## src/rtl/pipe_stall_ctrl_pkg.sv

```systemverilog
// Shared definitions for the pipeline stall/flush controller.
//   state_e           : controller FSM states (RUN, MDU_LAUNCH, MDU_WAIT)
//   MduTimeoutDefault : default MDU_WAIT budget before a forced abort
//   NopInstr          : instruction word the flushed pipeline registers load (addi x0,x0,0)
package pipe_stall_ctrl_pkg;

  typedef enum logic [1:0] {
    StRun       = 2'd0,
    StMduLaunch = 2'd1,
    StMduWait   = 2'd2
  } state_e;

  localparam int unsigned MduTimeoutDefault = 64;

  localparam logic [31:0] NopInstr = 32'h0000_0013;

endpackage

```

## src/rtl/pipe_stall_ctrl_if.sv

```systemverilog
// Request/enable bundle between the hazard/MDU logic and the stall controller.
//   Requests  : load_use_stall, ex_is_mdu, mdu_done, ex_branch_taken
//   Enables   : pc_we, pc_sel_target, if_id_we, id_ex_we
//   Flushes   : if_id_flush, id_ex_flush, ex_mem_flush
//   MDU ctrl  : mdu_start, mdu_busy, mdu_err
// Modports: master = the stall controller, slave = the pipeline/MDU side.
interface pipe_stall_ctrl_if;

  logic load_use_stall;
  logic ex_is_mdu;
  logic mdu_done;
  logic ex_branch_taken;

  logic pc_we;
  logic pc_sel_target;
  logic if_id_we;
  logic if_id_flush;
  logic id_ex_we;
  logic id_ex_flush;
  logic ex_mem_flush;
  logic mdu_start;
  logic mdu_busy;
  logic mdu_err;

  modport master (
    input  load_use_stall, ex_is_mdu, mdu_done, ex_branch_taken,
    output pc_we, pc_sel_target, if_id_we, if_id_flush, id_ex_we, id_ex_flush,
    output ex_mem_flush, mdu_start, mdu_busy, mdu_err
  );

  modport slave (
    output load_use_stall, ex_is_mdu, mdu_done, ex_branch_taken,
    input  pc_we, pc_sel_target, if_id_we, if_id_flush, id_ex_we, id_ex_flush,
    input  ex_mem_flush, mdu_start, mdu_busy, mdu_err
  );

endinterface

```

## src/rtl/pipe_stall_ctrl_perf_sat_counter.sv

```systemverilog
// perf_sat_counter: Width-bit event counter that saturates at all-ones.
// Only built when PERF_CNT_EN is defined (its sole user is the PERF_CNT_EN block).
//   clk   : clock
//   rst_n : asynchronous active-low reset, clears count to 0
//   en    : count this cycle
//   count : current value
`ifdef PERF_CNT_EN
module perf_sat_counter #(
  parameter int unsigned Width = 32
) (
  input  logic             clk,
  input  logic             rst_n,
  input  logic             en,
  output logic [Width-1:0] count
);

  logic [Width-1:0] count_q, count_d;

  always_comb begin
    count_d = count_q;
    if (en && (count_q != {Width{1'b1}})) begin
      count_d = count_q + Width'(1);
    end
  end

  always_ff @(posedge clk or negedge rst_n) begin
    if (!rst_n) begin
      count_q <= '0;
    end else begin
      count_q <= count_d;
    end
  end

  assign count = count_q;

endmodule
`endif

```

## src/rtl/pipe_stall_ctrl.sv

```systemverilog
// pipe_stall_ctrl: turns hazard, MUL/DIV and branch-redirect requests into the PC and
// pipeline-register enables/flushes of the 5-stage core, and sequences the MDU handshake.
//   clk, rst_n   : clock, asynchronous active-low reset
//   bus (master) : requests in, enables/flushes/MDU control out (see pipe_stall_ctrl_if)
//   stall_cycles : cycles with pc_we low (PERF_CNT_EN only)
//   flush_events : branch redirects taken (PERF_CNT_EN only)
// Optional feature macro: PERF_CNT_EN (saturating performance counters).
// Outputs are combinational from state and inputs; while rst_n is low they are forced
// to the safe values (all enables low, all flushes high).
module pipe_stall_ctrl
  import pipe_stall_ctrl_pkg::*;
#(
  parameter int unsigned MDU_TIMEOUT = MduTimeoutDefault,
  parameter int unsigned CNT_W       = 32
) (
  input  logic                clk,
  input  logic                rst_n,
  pipe_stall_ctrl_if.master   bus
`ifdef PERF_CNT_EN
  ,
  output logic [CNT_W-1:0]    stall_cycles,
  output logic [CNT_W-1:0]    flush_events
`endif
);

  // Elaboration-time guard on the configuration.
  if (MDU_TIMEOUT < 2 || CNT_W < 1) begin : g_bad_cfg
    $error("pipe_stall_ctrl: MDU_TIMEOUT must be >= 2 and CNT_W >= 1");
  end

  localparam int unsigned WaitW = $clog2(MDU_TIMEOUT);
  typedef logic [WaitW-1:0] wait_cnt_t;
  localparam wait_cnt_t WaitLast = wait_cnt_t'(MDU_TIMEOUT - 1);

  state_e    state_q, state_d;
  wait_cnt_t wait_cnt_q, wait_cnt_d;
  logic      err_q, err_set;

  // Unmasked outputs of the FSM, before the reset override.
  logic pc_we_raw, pc_sel_raw, if_id_we_raw, if_id_flush_raw;
  logic id_ex_we_raw, id_ex_flush_raw, ex_mem_flush_raw;
  logic mdu_start_raw, mdu_busy_raw, redirect_raw;
  logic freeze;

  always_comb begin
    state_d          = state_q;
    wait_cnt_d       = wait_cnt_q;
    err_set          = 1'b0;
    freeze           = 1'b0;
    pc_we_raw        = 1'b1;
    pc_sel_raw       = 1'b0;
    if_id_we_raw     = 1'b1;
    if_id_flush_raw  = 1'b0;
    id_ex_we_raw     = 1'b1;
    id_ex_flush_raw  = 1'b0;
    ex_mem_flush_raw = 1'b0;
    mdu_start_raw    = 1'b0;
    mdu_busy_raw     = 1'b0;
    redirect_raw     = 1'b0;

    unique case (state_q)
      StRun: begin
        if (bus.ex_branch_taken) begin
          // Redirect: kill the two younger instructions in IF/ID and ID/EX.
          pc_sel_raw      = 1'b1;
          if_id_flush_raw = 1'b1;
          id_ex_flush_raw = 1'b1;
          redirect_raw    = 1'b1;
        end else if (bus.ex_is_mdu) begin
          freeze  = 1'b1;
          state_d = StMduLaunch;
        end else if (bus.load_use_stall) begin
          // Hold IF and ID, insert a bubble into EX; the hazard clears on its own.
          pc_we_raw       = 1'b0;
          if_id_we_raw    = 1'b0;
          id_ex_flush_raw = 1'b1;
        end
      end

      StMduLaunch: begin
        freeze        = 1'b1;
        mdu_start_raw = 1'b1;
        wait_cnt_d    = '0;
        state_d       = StMduWait;
      end

      StMduWait: begin
        mdu_busy_raw = 1'b1;
        wait_cnt_d   = wait_cnt_q + wait_cnt_t'(1);
        if (bus.mdu_done) begin
          // Release: ex_mem_flush stays low so the MDU result enters EX/MEM.
          state_d = StRun;
        end else if (wait_cnt_q == WaitLast) begin
          err_set = 1'b1;
          state_d = StRun;
        end else begin
          freeze = 1'b1;
        end
      end

      default: begin
        state_d = StRun;
      end
    endcase

    if (freeze) begin
      pc_we_raw        = 1'b0;
      if_id_we_raw     = 1'b0;
      id_ex_we_raw     = 1'b0;
      ex_mem_flush_raw = 1'b1;
    end
  end

  always_ff @(posedge clk or negedge rst_n) begin
    if (!rst_n) begin
      state_q    <= StRun;
      wait_cnt_q <= '0;
      err_q      <= 1'b0;
    end else begin
      state_q    <= state_d;
      wait_cnt_q <= wait_cnt_d;
      err_q      <= err_q | err_set;
    end
  end

  // Reset override: the pipeline must not advance while the core is held in reset.
  always_comb begin
    bus.pc_we         = rst_n & pc_we_raw;
    bus.pc_sel_target = rst_n & pc_sel_raw;
    bus.if_id_we      = rst_n & if_id_we_raw;
    bus.if_id_flush   = ~rst_n | if_id_flush_raw;
    bus.id_ex_we      = rst_n & id_ex_we_raw;
    bus.id_ex_flush   = ~rst_n | id_ex_flush_raw;
    bus.ex_mem_flush  = ~rst_n | ex_mem_flush_raw;
    bus.mdu_start     = rst_n & mdu_start_raw;
    bus.mdu_busy      = rst_n & mdu_busy_raw;
    bus.mdu_err       = err_q;
  end

`ifdef PERF_CNT_EN
  logic stall_en, flush_en;

  assign stall_en = rst_n & ~pc_we_raw;
  assign flush_en = rst_n & redirect_raw;

  perf_sat_counter #(
    .Width (CNT_W)
  ) u_stall_cnt (
    .clk   (clk),
    .rst_n (rst_n),
    .en    (stall_en),
    .count (stall_cycles)
  );

  perf_sat_counter #(
    .Width (CNT_W)
  ) u_flush_cnt (
    .clk   (clk),
    .rst_n (rst_n),
    .en    (flush_en),
    .count (flush_events)
  );
`endif

endmodule
```

## src/flat_wrapper.sv

```systemverilog
// flat-port wrapper written by rule: the top's interface ports become plain ports
module pipe_stall_ctrl_flat import pipe_stall_ctrl_pkg::*;
#(
  parameter int unsigned MDU_TIMEOUT = MduTimeoutDefault,
  parameter int unsigned CNT_W       = 32
)
  (clk, rst_n, bus_load_use_stall, bus_ex_is_mdu, bus_mdu_done, bus_ex_branch_taken, bus_pc_we, bus_pc_sel_target, bus_if_id_we, bus_if_id_flush, bus_id_ex_we, bus_id_ex_flush, bus_ex_mem_flush, bus_mdu_start, bus_mdu_busy, bus_mdu_err);
  pipe_stall_ctrl_if bus_i ();
  input  logic clk;
  input  logic rst_n;
  input wire logic [$bits(bus_i.load_use_stall)-1:0] bus_load_use_stall;
  input wire logic [$bits(bus_i.ex_is_mdu)-1:0] bus_ex_is_mdu;
  input wire logic [$bits(bus_i.mdu_done)-1:0] bus_mdu_done;
  input wire logic [$bits(bus_i.ex_branch_taken)-1:0] bus_ex_branch_taken;
  output wire logic [$bits(bus_i.pc_we)-1:0] bus_pc_we;
  output wire logic [$bits(bus_i.pc_sel_target)-1:0] bus_pc_sel_target;
  output wire logic [$bits(bus_i.if_id_we)-1:0] bus_if_id_we;
  output wire logic [$bits(bus_i.if_id_flush)-1:0] bus_if_id_flush;
  output wire logic [$bits(bus_i.id_ex_we)-1:0] bus_id_ex_we;
  output wire logic [$bits(bus_i.id_ex_flush)-1:0] bus_id_ex_flush;
  output wire logic [$bits(bus_i.ex_mem_flush)-1:0] bus_ex_mem_flush;
  output wire logic [$bits(bus_i.mdu_start)-1:0] bus_mdu_start;
  output wire logic [$bits(bus_i.mdu_busy)-1:0] bus_mdu_busy;
  output wire logic [$bits(bus_i.mdu_err)-1:0] bus_mdu_err;
  assign bus_i.load_use_stall = bus_load_use_stall;
  assign bus_i.ex_is_mdu = bus_ex_is_mdu;
  assign bus_i.mdu_done = bus_mdu_done;
  assign bus_i.ex_branch_taken = bus_ex_branch_taken;
  assign bus_pc_we = bus_i.pc_we;
  assign bus_pc_sel_target = bus_i.pc_sel_target;
  assign bus_if_id_we = bus_i.if_id_we;
  assign bus_if_id_flush = bus_i.if_id_flush;
  assign bus_id_ex_we = bus_i.id_ex_we;
  assign bus_id_ex_flush = bus_i.id_ex_flush;
  assign bus_ex_mem_flush = bus_i.ex_mem_flush;
  assign bus_mdu_start = bus_i.mdu_start;
  assign bus_mdu_busy = bus_i.mdu_busy;
  assign bus_mdu_err = bus_i.mdu_err;
  pipe_stall_ctrl #(.MDU_TIMEOUT(MDU_TIMEOUT), .CNT_W(CNT_W)) u_core (.clk(clk), .rst_n(rst_n), .bus(bus_i));
endmodule
```

## config.mk

```make
export PLATFORM = sky130hd
export DESIGN_NAME = pipe_stall_ctrl_flat
export DESIGN_NICKNAME = d
export VERILOG_FILES = /design/src/rtl/pipe_stall_ctrl_pkg.sv /design/src/rtl/pipe_stall_ctrl_if.sv /design/src/rtl/pipe_stall_ctrl_perf_sat_counter.sv /design/src/rtl/pipe_stall_ctrl.sv /design/src/flat_wrapper.sv
export SDC_FILE = /design/constraint.sdc
export NUM_CORES = 1
export LEC_CHECK = 0
export CORE_MARGIN = 2
export CORE_UTILIZATION = 45
export CTS_CLUSTER_DIAMETER = 50
export DETAILED_ROUTE_END_ITERATION = 6
export GPL_TIMING_DRIVEN = 0
export PLACE_DENSITY_LB_ADDON = 0.12
export SYNTH_ARGS = -nofsm -noshare
export SYNTH_HDL_FRONTEND = slang
export SYNTH_SLANG_ARGS = --single-unit
```

## constraint.sdc

```tcl
create_clock -name clk -period 3.7 [get_ports clk]
set_input_delay 0.555 -clock clk [delete_from_list [all_inputs] [get_ports clk]]
set_output_delay 0.555 -clock clk [all_outputs]
set_load 0.01 [all_outputs]
```

; After elaboration in Yosys (flattened, before gate mapping)
; Index checks and enable logic that the tools add are counted.
[word_totals]
out_inout_bits = 10
inputBits = 6
elab_cells = 52
regBits = 9
[classes]
n_eq_ne = 6
mux = 29
reduce_logical = 3
n_addsub = 1
n_bitwise = 10
[op_table]
columns = cell, count
row1 = two-way mux 1 bit, 22
row2 = one-hot mux 6 bit (2 select lines), 1
row3 = two-way mux 2 bit, 4
row4 = "adder 6 x 1 -> 6 bit, second input constant", 1
row5 = "equality test 6 bit, second input constant", 1
row6 = one-hot mux 2 bit (3 select lines), 1
row7 = AND 1 bit, 5
row8 = "!= test 2 bit, second input constant", 2
row9 = bitwise OR 1 bit, 4
row10 = "!= test 3 x 2 -> 1 bit, second input constant", 1
row11 = one-hot mux 1 bit (3 select lines), 1
row12 = AND reduction 3 bit, 1
row13 = "equality test 2 x 1 -> 1 bit, second input constant", 1
row14 = "equality test 2 bit, second input constant", 1
row15 = logical NOT 2 bit, 1
row16 = nonzero test 2 bit, 1
row17 = inverter 1 bit, 1

; Longest topological paths before layout
; Gate-level depths: netlist (run 1).
[depth]
word_depth = 6
mapped_depth = 7

; Least setup slack after synthesis (run 1)
; OpenSTA, ideal clock, no wires.
[synth_path]
path_kind = reg-to-output
startpoint = reg u_core.state_q[0]
endpoint = out bus_pc_we
path_slack_ps = 1616
arrival_time_ps = 1529
t_required_ps = 3145
stages_incl_launch_ff = 8
path_cell_list = dfrtp_1 inv_1 ha_1 and2b_1 o21ai_2 a22o_1 o21a_1 buf_4
[synth_via]
elab_chain_cells = 4
word_cells_on_any_way = 7
classes_between = 2 x eq/ne / 3 x mux / 1 x bitwise / 1 x reduce/logical
[synth_lines]
columns = element, line
row1 = start: declaration, pipe_stall_ctrl.sv:35  ; state_e state_q, state_d;
row2 = start signal: assignment, pipe_stall_ctrl.sv:116  ; state_q <= StRun;
row3 = start signal: assignment, pipe_stall_ctrl.sv:120  ; state_q <= state_d;
row4 = equality test 2 bit (tied with other cells), pipe_stall_ctrl.sv:61  ; unique case (state_q)
row5 = one-hot mux 1 bit (3 select lines) or two-way mux 1 bit (tied branches), n/a
row6 = two-way mux 1 bit (*), n/a
row7 = AND 1 bit (*), n/a
row8 = end: declaration, flat_wrapper.sv:15  ; output wire logic [$bits(bus_i.pc_we)-1:0] bus_pc_we;
; Mark *: on every way between the ends. The rest lies on a longest branch, timed or not.

; Worst setup path after layout (run 1)
[layout_path]
startpoint = in rst_n
endpoint = out bus_pc_we
[layout_via]
elab_chain_cells = 1
[layout_lines]
columns = element, line
row1 = start: declaration, flat_wrapper.sv:10  ; input logic rst_n;
row2 = AND 1 bit, pipe_stall_ctrl.sv:128  ; bus.pc_we = rst_n & pc_we_raw;
; No other way between the ends.

==> results.sh, run 1 <==
export IMPL_outcome="completed"
export IMPL_yosysWarningCount=0
export IMPL_worst_slew_pin_slew_ps=585
export IMPL_max_cap_viol_count=0
export IMPL_overflow=0
export IMPL_grt_pass1_wl_um=1850
export IMPL_die_area_mm2=0.00164
export IMPL_fin_crit_sh=0.848
export IMPL_worstSetupStartpointType="input port"
export IMPL_synth_top_area_frac=0.375
export IMPL_hold_violations=0
export IMPL_slew_headroom=0.609
export IMPL_powerDensity_mw_per_mm2=543
export IMPL_synthesis_nets=76
export IMPL_drcViolationCount=0
export IMPL_n_antenna_cell=0
export IMPL_ys_ff_latch=9
export IMPL_die_y_um=40.5
export IMPL_rsz0062_at_grt="no"
export IMPL_multi_input_area_um2=342
export IMPL_syn_inst=65
export IMPL_antenna_found_initial=0
export IMPL_hpwl_um=859
export IMPL_numPortBuffers=15
export IMPL_synth_top_cells_by_area="dfrtp_1, ha_1, a22o_1"
export IMPL_via_per_inst=5.12
export IMPL_cts_tree="done"
export IMPL_critPathCaptureType="primary output"
export IMPL_crit_arrival_ps=2580
export IMPL_dieWidth_um=40.5
export IMPL_hp_class="register to register"
export IMPL_finalWirelength_um=1150
export IMPL_grt_max_degree=17
export IMPL_fmax_mhz=319
export IMPL_synth_distinct_cells=25
export IMPL_seq_area_um2=225
export IMPL_skew_ps=1.93
export IMPL_numCtsBuffers=3
export IMPL_clock_root_buffer="clkbuf_4"
export IMPL_coreArea_mm2=0.00127
export IMPL_ir_drop_v=0.000339
export IMPL_drive_gt1_frac=0.119
export IMPL_h_tree_depth=1
export IMPL_fp_row_count=13
export IMPL_async_reset_ff_frac=1.00
export IMPL_leakage_nw=0.377
export IMPL_vias=507
export IMPL_track_usage=0.179
export IMPL_synth_edf_count=0
export IMPL_ant_nets=0
export IMPL_insertion_delay_ps=270
export IMPL_drv_slew=0
export IMPL_area_delta_synth_final_pct=32.7
export IMPL_synth_area_leader_cell="dfrtp_1"
export IMPL_cp_data_required_time_ps=3140
export IMPL_cts_setup_buffers=0
export IMPL_clock_sinks=9
export IMPL_cts_repair_resized=0
export IMPL_nFillCells=109
export IMPL_yosysSeqAreaShare=0.375
export IMPL_wl_per_cell_um=11.6
export IMPL_grt_pass1_vias=444
export IMPL_synthFlopType="dfrtp_1"
export IMPL_setup_tns_final_ps=0
export IMPL_path_class="input port to primary output"
export IMPL_post_dp_cell_area_um2=769
export IMPL_drtIter0Drc=12
export IMPL_dr_pass1_iters=4
export IMPL_initial_core_util=0.473
export IMPL_clk_pin_slew_ps=70
export IMPL_syn_avg_cell_area_um2=9.24
export IMPL_gp_congestion=0.627
export IMPL_finalSetupViolations=0
export IMPL_ctsHoldBuffers=0
export IMPL_syn_cell_area_um2=601
export IMPL_period_minus_slack_ps=3140
export IMPL_power_mw=0.433
export IMPL_design_area_um2=797
export IMPL_crit_fanout=16
export IMPL_fin_nets=96
export IMPL_ios=16
export IMPL_clk_path_buf_depth=2
[cell type report]
type,count,area share
Clock inverter,1,0.00628
Sequential cell,9,0.283
Buffer,1,0.00942
Tap cell,15,0.0235
Timing Repair Buffer,15,0.188
Clock buffer,3,0.0283
Inverter,7,0.0330
Multi-Input combinational cell,48,0.429
[registers in the layout (all words and copies together), names as in the netlist]
signal and flops:
u_core.bus.mdu_err 1, u_core.state_q 2, u_core.wait_cnt_q 6
[synthesized netlist by cell type (2+ instances only)]
| cell | number |
|---|---|
| dfrtp_1 | 9 |
| inv_1 | 7 |
| nand2_1 | 6 |
| ha_1 | 5 |
| nand3_1 | 5 |
| a22o_1 | 4 |
| o21ai_0 | 4 |
| a21oi_1 | 3 |
| and2_1 | 2 |
| and3_1 | 2 |
| nand2b_1 | 2 |
| nor2_1 | 2 |
| o21ai_2 | 2 |
[metrics by stage]
| stage | instances | setup WS, ps | hold slack, ps | util |
|---|---|---|---|---|
| 5_1_grt | 99 | 333 | 493 | 0.628 |
| 4_1_cts | 99 | 513 | 483 | 0.628 |
| 2_1_floorplan | 65 | 1620 | 259 | - |
| 6_report | 99 | 561 | 484 | 0.628 |
| 3_5_place_dp | 95 | 518 | 467 | 0.607 |
| 3_3_place_gp | 95 | 547 | 444 | 0.607 |
[where the power goes]
part	leakage [nW]	switching, mW	internal (mW)
Sequential	0.123	0.0132	0.112
Combinational	0.237	0.113	0.112
Clock	0.0177	0.0428	0.0401
Total	0.377	0.169	0.264
[routing by layer]
| layer | vias to the layer above | GRT usage | wire length [um] | share of wire |
|---|---|---|---|---|
| met3 | 2 | 0.0500 | 83 | 0.072 |
| met1 | 225 | 0.241 | 559 | 0.49 |
| met5 | - | 0 | 0 | 0 |
| li1 | 263 | - | - | - |
| met4 | 0 | 0.100 | 26 | 0.023 |
| met2 | 17 | 0.254 | 478 | 0.42 |
[critical path: stages]
cell	delay [ps]
clkdlybuf4s50_1	840
nand2b_1	100
a21oi_1	140
a22o_1	180
o21a_1	140
buf_4	100
clkdlybuf4s50_1	520
[cell usage in the layout, fill, tap and decap left out, drive strengths merged]
cell type	instances
ha	5
a21oi	3
nor2	2
and2	2
nand3b	1
clkbuf	3
nand2b	2
buf	1
nand3	6
and2b	1
dfrtp	9
nand2	6
clkdlybuf4s50	15
and3	2
inv	7
mux2i	1
a22o	5
o21ai	6
mux2	2
clkinv	1
nor2b	1
nand4	1
o21a	1
a21o	1
[path summary, 6_finish.rpt]
check                                              startpoint                               end  slack [ps]  depth (start not counted)
min in group asynchronous                               rst_n  u_core.wait_cnt_q[4]$_DFFE_PN0P_         650                          1
worst min register to register   u_core.bus.mdu_err$_DFF_PN0_      u_core.bus.mdu_err$_DFF_PN0_         480                          1
worst max-delay path                                    rst_n                         bus_pc_we         560                          7
worst max register to register  u_core.state_q[0]$_DFFE_PN0P_  u_core.wait_cnt_q[5]$_DFFE_PN0P_        2070                          6
max in group asynchronous                               rst_n  u_core.wait_cnt_q[1]$_DFFE_PN0P_        2670                          1
worst min-delay path             u_core.bus.mdu_err$_DFF_PN0_      u_core.bus.mdu_err$_DFF_PN0_         480                          1
[cells by family after synthesis]
family                   synth area share
buffers and inverters              0.0563
adder cells (fa/ha/maj)             0.104
flip-flops                          0.375
AO/OA/AOI/OAI                       0.188
AND/OR/NAND/NOR                     0.217
multiplexers                       0.0604
Power figures use the tool's default switching activity.
==> inputs of run 2 (changes only) <==
==> constraint.sdc (replaced) <==
create_clock -name clk -period 3.3 [get_ports clk]
set_input_delay 0.495 -clock clk [delete_from_list [all_inputs] [get_ports clk]]
set_output_delay 0.495 -clock clk [all_outputs]
set_load 0.01 [all_outputs]
==> results of run 2 <==
The final DEF is identical to that of run 1. Status: completed.
Main changes from that run: setup slack after placement 518 ps -> 238 ps; setup slack after layout 561 ps -> 281 ps; register-to-register setup slack 2070 ps -> 1670 ps; total power 0.433 mW -> 0.486 mW; worst IR drop on VDD 0.000339 V -> 0.000380 V
